[config.mk]
export PLATFORM = sky130hd
export DESIGN_NAME = async_fifo_stream_reader_flat
export DESIGN_NICKNAME = d
export VERILOG_FILES = /design/src/rtl/async_fifo_pkg.sv /design/src/rtl/async_fifo_stream_reader_if.sv /design/src/rtl/fifo_rd_skid.sv /design/src/rtl/async_fifo_stream_reader.sv /design/src/flat_wrapper.sv
export SDC_FILE = /design/constraint.sdc
export NUM_CORES = 1
export LEC_CHECK = 0
export BUFFER_PORTS_ARGS = -buffer_cell sky130_fd_sc_hd__buf_2
export CAP_MARGIN = 20
export CORE_MARGIN = 4
export CORE_UTILIZATION = 55
export CTS_CLUSTER_SIZE = 8
export DETAILED_ROUTE_END_ITERATION = 8
export PLACE_DENSITY = 0.79
export SYNTH_ARGS = -nofsm -noshare
export SYNTH_HDL_FRONTEND = slang
export SYNTH_SLANG_ARGS = --single-unit
export TNS_END_PERCENT = 1
[constraint.sdc]
create_clock -name rd_clk -period 3.3 [get_ports rd_clk]
set_input_delay 0.165 -clock rd_clk [delete_from_list [all_inputs] [get_ports rd_clk]]
set_output_delay 0.165 -clock rd_clk [all_outputs]
set_load 0.05 [all_outputs]
[src/rtl/async_fifo_pkg.sv]
// Shared types and constants for the async FIFO read-side stream reader.
package async_fifo_pkg;

   localparam int unsigned DATA_WIDTH_DEF = 8;
   localparam int unsigned LEN_WIDTH_DEF  = 16;
   localparam int unsigned SKID_DEPTH     = 2;
   localparam int unsigned SKID_CNT_W     = 2;

   typedef enum logic [1:0] {
      IDLE = 2'd0,
      RUN  = 2'd1,
      DONE = 2'd2
   } rd_state_e;

endpackage

[src/rtl/async_fifo_stream_reader_if.sv]
// Control, FIFO read port and output stream of the stream reader.
interface async_fifo_stream_reader_if
   import async_fifo_pkg::*;
#(
   parameter int unsigned DATA_WIDTH = DATA_WIDTH_DEF,
   parameter int unsigned LEN_WIDTH  = LEN_WIDTH_DEF
);

   logic                  start;
   logic [LEN_WIDTH-1:0]  xfer_len;
   logic                  busy;
   logic                  done;
   logic [LEN_WIDTH-1:0]  words_left;
   logic                  fifo_rd_en;
   logic [DATA_WIDTH-1:0] fifo_rd_data;
   logic                  fifo_empty;
   logic                  out_valid;
   logic                  out_ready;
   logic [DATA_WIDTH-1:0] out_data;
   logic                  out_last;

   // Reader side
   modport master (
      input  start, xfer_len, fifo_rd_data, fifo_empty, out_ready,
      output busy, done, words_left, fifo_rd_en, out_valid, out_data, out_last
   );

   // Environment side: FIFO, controller and downstream sink
   modport slave (
      output start, xfer_len, fifo_rd_data, fifo_empty, out_ready,
      input  busy, done, words_left, fifo_rd_en, out_valid, out_data, out_last
   );

endinterface

[src/rtl/fifo_rd_skid.sv]
// Two-entry skid FIFO absorbing the registered FIFO read latency.
module fifo_rd_skid
   import async_fifo_pkg::*;
#(
   parameter int unsigned DATA_WIDTH = DATA_WIDTH_DEF
) (
   input  logic                  clk,
   input  logic                  rst_n,
   input  logic                  push,
   input  logic [DATA_WIDTH-1:0] push_data,
   input  logic                  pop,
   output logic [DATA_WIDTH-1:0] head_data,
   output logic [SKID_CNT_W-1:0] count
);

   logic [DATA_WIDTH-1:0] mem_q [SKID_DEPTH];
   logic                  wr_ptr_q;
   logic                  rd_ptr_q;
   logic [SKID_CNT_W-1:0] count_q;
   logic                  do_push;
   logic                  do_pop;

   // Guarded so a misbehaving producer cannot corrupt the pointers
   assign do_pop  = pop & (count_q != '0);
   assign do_push = push & ((count_q != SKID_CNT_W'(SKID_DEPTH)) | do_pop);

   always_ff @(posedge clk or negedge rst_n) begin
      if (!rst_n) begin
         for (int i = 0; i < int'(SKID_DEPTH); i++) mem_q[i] <= '0;
         wr_ptr_q <= 1'b0;
         rd_ptr_q <= 1'b0;
         count_q  <= '0;
      end else begin
         if (do_push) begin
            mem_q[wr_ptr_q] <= push_data;
            wr_ptr_q        <= ~wr_ptr_q;
         end
         if (do_pop) rd_ptr_q <= ~rd_ptr_q;
         count_q <= count_q + SKID_CNT_W'(do_push) - SKID_CNT_W'(do_pop);
      end
   end

   assign head_data = mem_q[rd_ptr_q];
   assign count     = count_q;

endmodule

[src/rtl/async_fifo_stream_reader.sv]
// Read-domain consumer: pops xfer_len words from the async FIFO and re-emits
// them on a valid/ready stream, flagging the last word.
module async_fifo_stream_reader
   import async_fifo_pkg::*;
#(
   parameter int unsigned DATA_WIDTH = DATA_WIDTH_DEF,
   parameter int unsigned LEN_WIDTH  = LEN_WIDTH_DEF
) (
   input  logic                              rd_clk,
   input  logic                              rd_rst_n,
   async_fifo_stream_reader_if.master        rd_if
);

   rd_state_e             state_q;
   rd_state_e             state_d;
   logic [LEN_WIDTH-1:0]  issue_left_q;
   logic [LEN_WIDTH-1:0]  words_left_q;
   logic                  inflight_q;
   logic [SKID_CNT_W-1:0] skid_count;
   logic [DATA_WIDTH-1:0] skid_head;
   logic                  valid_c;
   logic                  hs_c;
   logic [2:0]            room_c;
   logic                  busy_c;
   logic                  done_c;
   logic                  rd_en_c;
   logic                  load_c;

   assign valid_c = (skid_count != '0);
   assign hs_c    = valid_c & rd_if.out_ready;
   // Free skid slots next cycle, counting the word in flight from the FIFO
   assign room_c  = 3'(SKID_DEPTH) - 3'(skid_count) - 3'(inflight_q) + 3'(hs_c);
   assign load_c  = (state_q == IDLE) & rd_if.start & (rd_if.xfer_len != '0);

   always_ff @(posedge rd_clk or negedge rd_rst_n) begin
      if (!rd_rst_n) state_q <= IDLE;
      else           state_q <= state_d;
   end

   always_comb begin
      state_d = state_q;
      unique case (state_q)
         IDLE: if (rd_if.start) state_d = (rd_if.xfer_len != '0) ? RUN : DONE;
         RUN:  if (hs_c && (words_left_q == LEN_WIDTH'(1))) state_d = DONE;
         DONE: state_d = IDLE;
         default: state_d = IDLE;
      endcase
   end

   always_comb begin
      busy_c  = 1'b0;
      done_c  = 1'b0;
      rd_en_c = 1'b0;
      unique case (state_q)
         RUN: begin
            busy_c  = 1'b1;
            rd_en_c = ~rd_if.fifo_empty & (issue_left_q != '0) & (room_c != 3'd0);
         end
         DONE: begin
            busy_c = 1'b1;
            done_c = 1'b1;
         end
         default: ;
      endcase
   end

   // Issue and completion counters; both saturate at zero
   always_ff @(posedge rd_clk or negedge rd_rst_n) begin
      if (!rd_rst_n) begin
         issue_left_q <= '0;
         words_left_q <= '0;
         inflight_q   <= 1'b0;
      end else begin
         inflight_q <= rd_en_c;
         if (load_c) begin
            issue_left_q <= rd_if.xfer_len;
            words_left_q <= rd_if.xfer_len;
         end else begin
            if (rd_en_c && (issue_left_q != '0)) issue_left_q <= issue_left_q - LEN_WIDTH'(1);
            if (hs_c && (words_left_q != '0))    words_left_q <= words_left_q - LEN_WIDTH'(1);
         end
      end
   end

   fifo_rd_skid #(
      .DATA_WIDTH (DATA_WIDTH)
   ) u_skid (
      .clk       (rd_clk),
      .rst_n     (rd_rst_n),
      .push      (inflight_q),
      .push_data (rd_if.fifo_rd_data),
      .pop       (hs_c),
      .head_data (skid_head),
      .count     (skid_count)
   );

   assign rd_if.busy       = busy_c;
   assign rd_if.done       = done_c;
   assign rd_if.fifo_rd_en = rd_en_c;
   assign rd_if.words_left = words_left_q;
   assign rd_if.out_valid  = valid_c;
   assign rd_if.out_data   = skid_head;
   assign rd_if.out_last   = valid_c & (words_left_q == LEN_WIDTH'(1));

endmodule

[src/flat_wrapper.sv]
// flat-port wrapper written by rule: the top's interface ports become plain ports
module async_fifo_stream_reader_flat import async_fifo_pkg::*;
#(
   parameter int unsigned DATA_WIDTH = DATA_WIDTH_DEF,
   parameter int unsigned LEN_WIDTH  = LEN_WIDTH_DEF
)
  (rd_clk, rd_rst_n, rd_if_start, rd_if_xfer_len, rd_if_fifo_rd_data, rd_if_fifo_empty, rd_if_out_ready, rd_if_busy, rd_if_done, rd_if_words_left, rd_if_fifo_rd_en, rd_if_out_valid, rd_if_out_data, rd_if_out_last);
  async_fifo_stream_reader_if #(.DATA_WIDTH(DATA_WIDTH), .LEN_WIDTH(LEN_WIDTH)) rd_if_i ();
  input  logic rd_clk;
  input  logic rd_rst_n;
  input wire logic [$bits(rd_if_i.start)-1:0] rd_if_start;
  input wire logic [$bits(rd_if_i.xfer_len)-1:0] rd_if_xfer_len;
  input wire logic [$bits(rd_if_i.fifo_rd_data)-1:0] rd_if_fifo_rd_data;
  input wire logic [$bits(rd_if_i.fifo_empty)-1:0] rd_if_fifo_empty;
  input wire logic [$bits(rd_if_i.out_ready)-1:0] rd_if_out_ready;
  output wire logic [$bits(rd_if_i.busy)-1:0] rd_if_busy;
  output wire logic [$bits(rd_if_i.done)-1:0] rd_if_done;
  output wire logic [$bits(rd_if_i.words_left)-1:0] rd_if_words_left;
  output wire logic [$bits(rd_if_i.fifo_rd_en)-1:0] rd_if_fifo_rd_en;
  output wire logic [$bits(rd_if_i.out_valid)-1:0] rd_if_out_valid;
  output wire logic [$bits(rd_if_i.out_data)-1:0] rd_if_out_data;
  output wire logic [$bits(rd_if_i.out_last)-1:0] rd_if_out_last;
  assign rd_if_i.start = rd_if_start;
  assign rd_if_i.xfer_len = rd_if_xfer_len;
  assign rd_if_i.fifo_rd_data = rd_if_fifo_rd_data;
  assign rd_if_i.fifo_empty = rd_if_fifo_empty;
  assign rd_if_i.out_ready = rd_if_out_ready;
  assign rd_if_busy = rd_if_i.busy;
  assign rd_if_done = rd_if_i.done;
  assign rd_if_words_left = rd_if_i.words_left;
  assign rd_if_fifo_rd_en = rd_if_i.fifo_rd_en;
  assign rd_if_out_valid = rd_if_i.out_valid;
  assign rd_if_out_data = rd_if_i.out_data;
  assign rd_if_out_last = rd_if_i.out_last;
  async_fifo_stream_reader #(.DATA_WIDTH(DATA_WIDTH), .LEN_WIDTH(LEN_WIDTH)) u_core (.rd_clk(rd_clk), .rd_rst_n(rd_rst_n), .rd_if(rd_if_i));
endmodule
==> flow_summary.json <==
{
  "die_w_um": 82.7,
  "critPathKind": "flip-flop to output port",
  "use_met3": 0.0434,
  "p_leak_nw": 1.45,
  "hold_start": "rd_if_fifo_rd_data[3]",
  "ys.flop_type": "dfrtp_1",
  "r2r_cells": 8,
  "swShare": 0.504,
  "pin_count": 58,
  "timing.final.ws_setup_ns": 0.395,
  "syn_inst": 291,
  "grt.busiest_layer": "met2",
  "io_buffers": 57,
  "cts_buffer_depth": 2,
  "clock.fmax_ghz": 0.344,
  "maxSlewHeadroom": 0.454,
  "switching_power_mw": 1.86,
  "syn_avg_cell_area_um2": 10.5,
  "syn2layout_area_growth_pct": 14.6,
  "grt_max_degree": 48,
  "setup_tns_ns": 0,
  "hpwl_um": 5300,
  "cts_buffers": 5,
  "drv_slew": 0,
  "fillCellCount": 436,
  "vias": 2467,
  "dr.pass1.iters": 5,
  "status": "completed",
  "maxCapViolations": 0,
  "ctsRootBufferMaster": "clkbuf_8",
  "postPlaceCellArea_mm2": 0.00342,
  "rrSetupSlack_ns": 0.46,
  "synth_nets": 332,
  "period_needed_ns": 2.91,
  "avgRoutedWirePerCell_um": 16.5,
  "worst_skew_pair.late_latency_ns": 0.31,
  "cts_tree": "yes",
  "num_rows": 26,
  "synthTopCellsByArea": "dfrtp_1 45%, mux2_2 9.5%, a21oi_1 4.9%",
  "core_area_mm2": 0.00527,
  "hold_viol": 0,
  "yosysTopAreaCell": "dfrtp_1",
  "p_seq_frac": 0.373,
  "use_met2": 0.385,
  "async_flop_share": 1.00,
  "dpl.cell_count": 412,
  "cts-htree-levels": 2,
  "setup_violations": 0,
  "rsz0062_at_grt": "false",
  "fin_skew_ns": 0.00889,
  "antenna_found_initial": 0,
  "cp-start-kind": "flip-flop",
  "cp_data_arrival_time_ns": 2.74,
  "critPathMaxFanout": 13,
  "grt-ovfl-total": 0,
  "ys_warn_count": 0,
  "post-place-ws_ns": 0.456,
  "grt_pass1_vias": 2393,
  "dr.first_iter.drc_count": 137,
  "peakVddDrop_mv": 0.557,
  "worstReg2RegStart": "u_core.u_skid.count[1]",
  "drive_above_1_share": 0.302,
  "fin_crit_sh": 0.880,
  "synthesis.area_mm2": 0.00307,
  "grt_pass1_wl_um": 11400,
  "multi_input_area_mm2": 0.00160,
  "drc_errors": 0,
  "min_path_cells": 2,
  "place.gp.congestion": 0.919,
  "initial_utilization": 0.582,
  "synth_edf_count": 0,
  "path_clk_slew_ns": 0.10,
  "end_kind": "output port",
  "worst_pin_slew_ns": 0.819,
  "num_antenna_cells": 0,
  "clock_power_share": 0.098,
  "ys_seq_elements": 55,
  "synth_commonest_cells": "55 x dfrtp_1, 30 x a21oi_1, 28 x nor2_1",
  "cp.required_ns": 3.13,
  "yosysMostFrequentCell": "dfrtp_1",
  "cts_setup_buffers": 0,
  "p_per_area_mw_per_mm2": 1050,
  "cts_hold_buf": 1,
  "drt_wl_total_um": 6960,
  "yosysTopAreaCellShare": 0.449,
  "dieArea_mm2": 0.00684,
  "cts_sinks": 55,
  "internal_power_mw": 1.83,
  "hold_class": "input pin to flip-flop",
  "critPathLaunch": "u_core.u_skid.count[1]",
  "die_h_um": 82.7,
  "yosys.cell_types.count": 43,
  "r2r_end": "u_core.issue_left_q[13]",
  "ys_seq_area_frac": 0.449,
  "track_usage": 0.220,
  "fin_area_mm2": 0.00352,
  "nets": 391,
  "cts_resized": 0,
  "register_area_mm2": 0.00138,
  "ant_nets": 0,
  "min_to": "u_core.u_skid.mem_q[3]",
  "grtUsageMet1": 0.274,
  "final_cells": 421,
  "viasPerCell": 5.86,
  "pwr-share-comb": 0.528
}
## critical path, stage by stage (launching register included)
cell and delay [ns]:
dfrtp_1 0.46, o21ai_2 0.17, fa_1 0.46, ha_1 0.29, a311oi_1 0.28, buf_4 0.25
and2_1 0.23, buf_2 0.29
## kinds of logic (layout without fill, tap and decap cells)
| group | after synthesis | after routing | synth area share |
|---|---|---|---|
| and+or+nand+nor | 93 | 93 | 0.177 |
| buffers and inverters | 22 | 82 | 0.0306 |
| muxes | 29 | 29 | 0.105 |
| xor gates and xnor gates | 27 | 27 | 0.0771 |
| DFF | 55 | 55 | 0.449 |
| adders and majority gates | 12 | 12 | 0.0514 |
| AOI/OAI and AO/OA | 53 | 53 | 0.110 |
## layout by cell type (no fill, tap or decap), types with 2 or more instances in the layout
cell	count
nor3_1	8
xnor2_1	16
dfrtp_1	55
xor2_1	11
a211oi_1	2
or4_1	6
o21ai_0	2
mux2i_1	3
nor4_1	7
clkbuf_8	5
buf_2	57
mux2_2	26
buf_4	4
nand3_1	8
or3_1	6
ha_1	11
nor3b_1	3
a31oi_1	6
inv_1	12
and4_1	2
a21oi_1	30
nor4_2	5
nand2b_1	2
nor2_1	28
o31ai_1	5
nand4_1	6
nand2_1	5
## flip-flops by register name, summed over array words and instances, names as in the netlist
name / count
u_core.u_skid.mem_q: 16
u_core.u_skid.rd_ptr_q: 1
u_core.u_skid.count: 2
u_core.u_skid.wr_ptr_q: 1
u_core.rd_if.words_left: 16
u_core.inflight_q: 1
u_core.issue_left_q: 16
u_core.state_q: 2
## per-layer routing
layer,routed length [um],vias to the layer above
met2,3460,119
met3,549,9
met5,0,-
met4,104,0
met1,2840,1157
li1,-,1182
## metrics by stage
step | hold WS, ns | power, mW | utilization
6_report | 0.0967 | 3.70 | 0.667
5_1_grt | 0.0859 | 3.95 | 0.667
2_1_floorplan | -0.131 | 2.88 | -
3_5_place_dp | 0.309 | 3.34 | 0.649
3_3_place_gp | 0.306 | 3.27 | 0.649
4_1_cts | 0.0946 | 3.71 | 0.667
## power groups by stage
stage / Sequential (mW) / Clock (mW) / Combinational (mW)
after floorplan: 1.62 / 0 / 1.26
after global placement: 1.36 / 0 / 1.91
after detailed placement: 1.38 / 0 / 1.95
after CTS: 1.37 / 0.371 / 1.96
after global routing: 1.44 / 0.399 / 2.12
final: 1.38 / 0.363 / 1.95
## worst max-delay path by stage
stage                                    to  cells past startpoint
finish                     rd_if_fifo_rd_en                      7
global route        u_core.issue_left_q[13]                      8
CTS                        rd_if_fifo_rd_en                      7
detailed placement  u_core.issue_left_q[13]                      8
global placement    u_core.issue_left_q[13]                      7
floorplan                    rd_if_out_last                      4
## cell type report
class / count / share of cell area
clock buffer: 6 / 0.0206
clock inverter: 2 / 0.00356
tap: 70 / 0.0249
inverter: 12 / 0.0128
multi-input combinational: 214 / 0.454
timing repair buffer: 62 / 0.0925
sequential: 55 / 0.391
No activity file was read; power rests on OpenSTA's default activity.
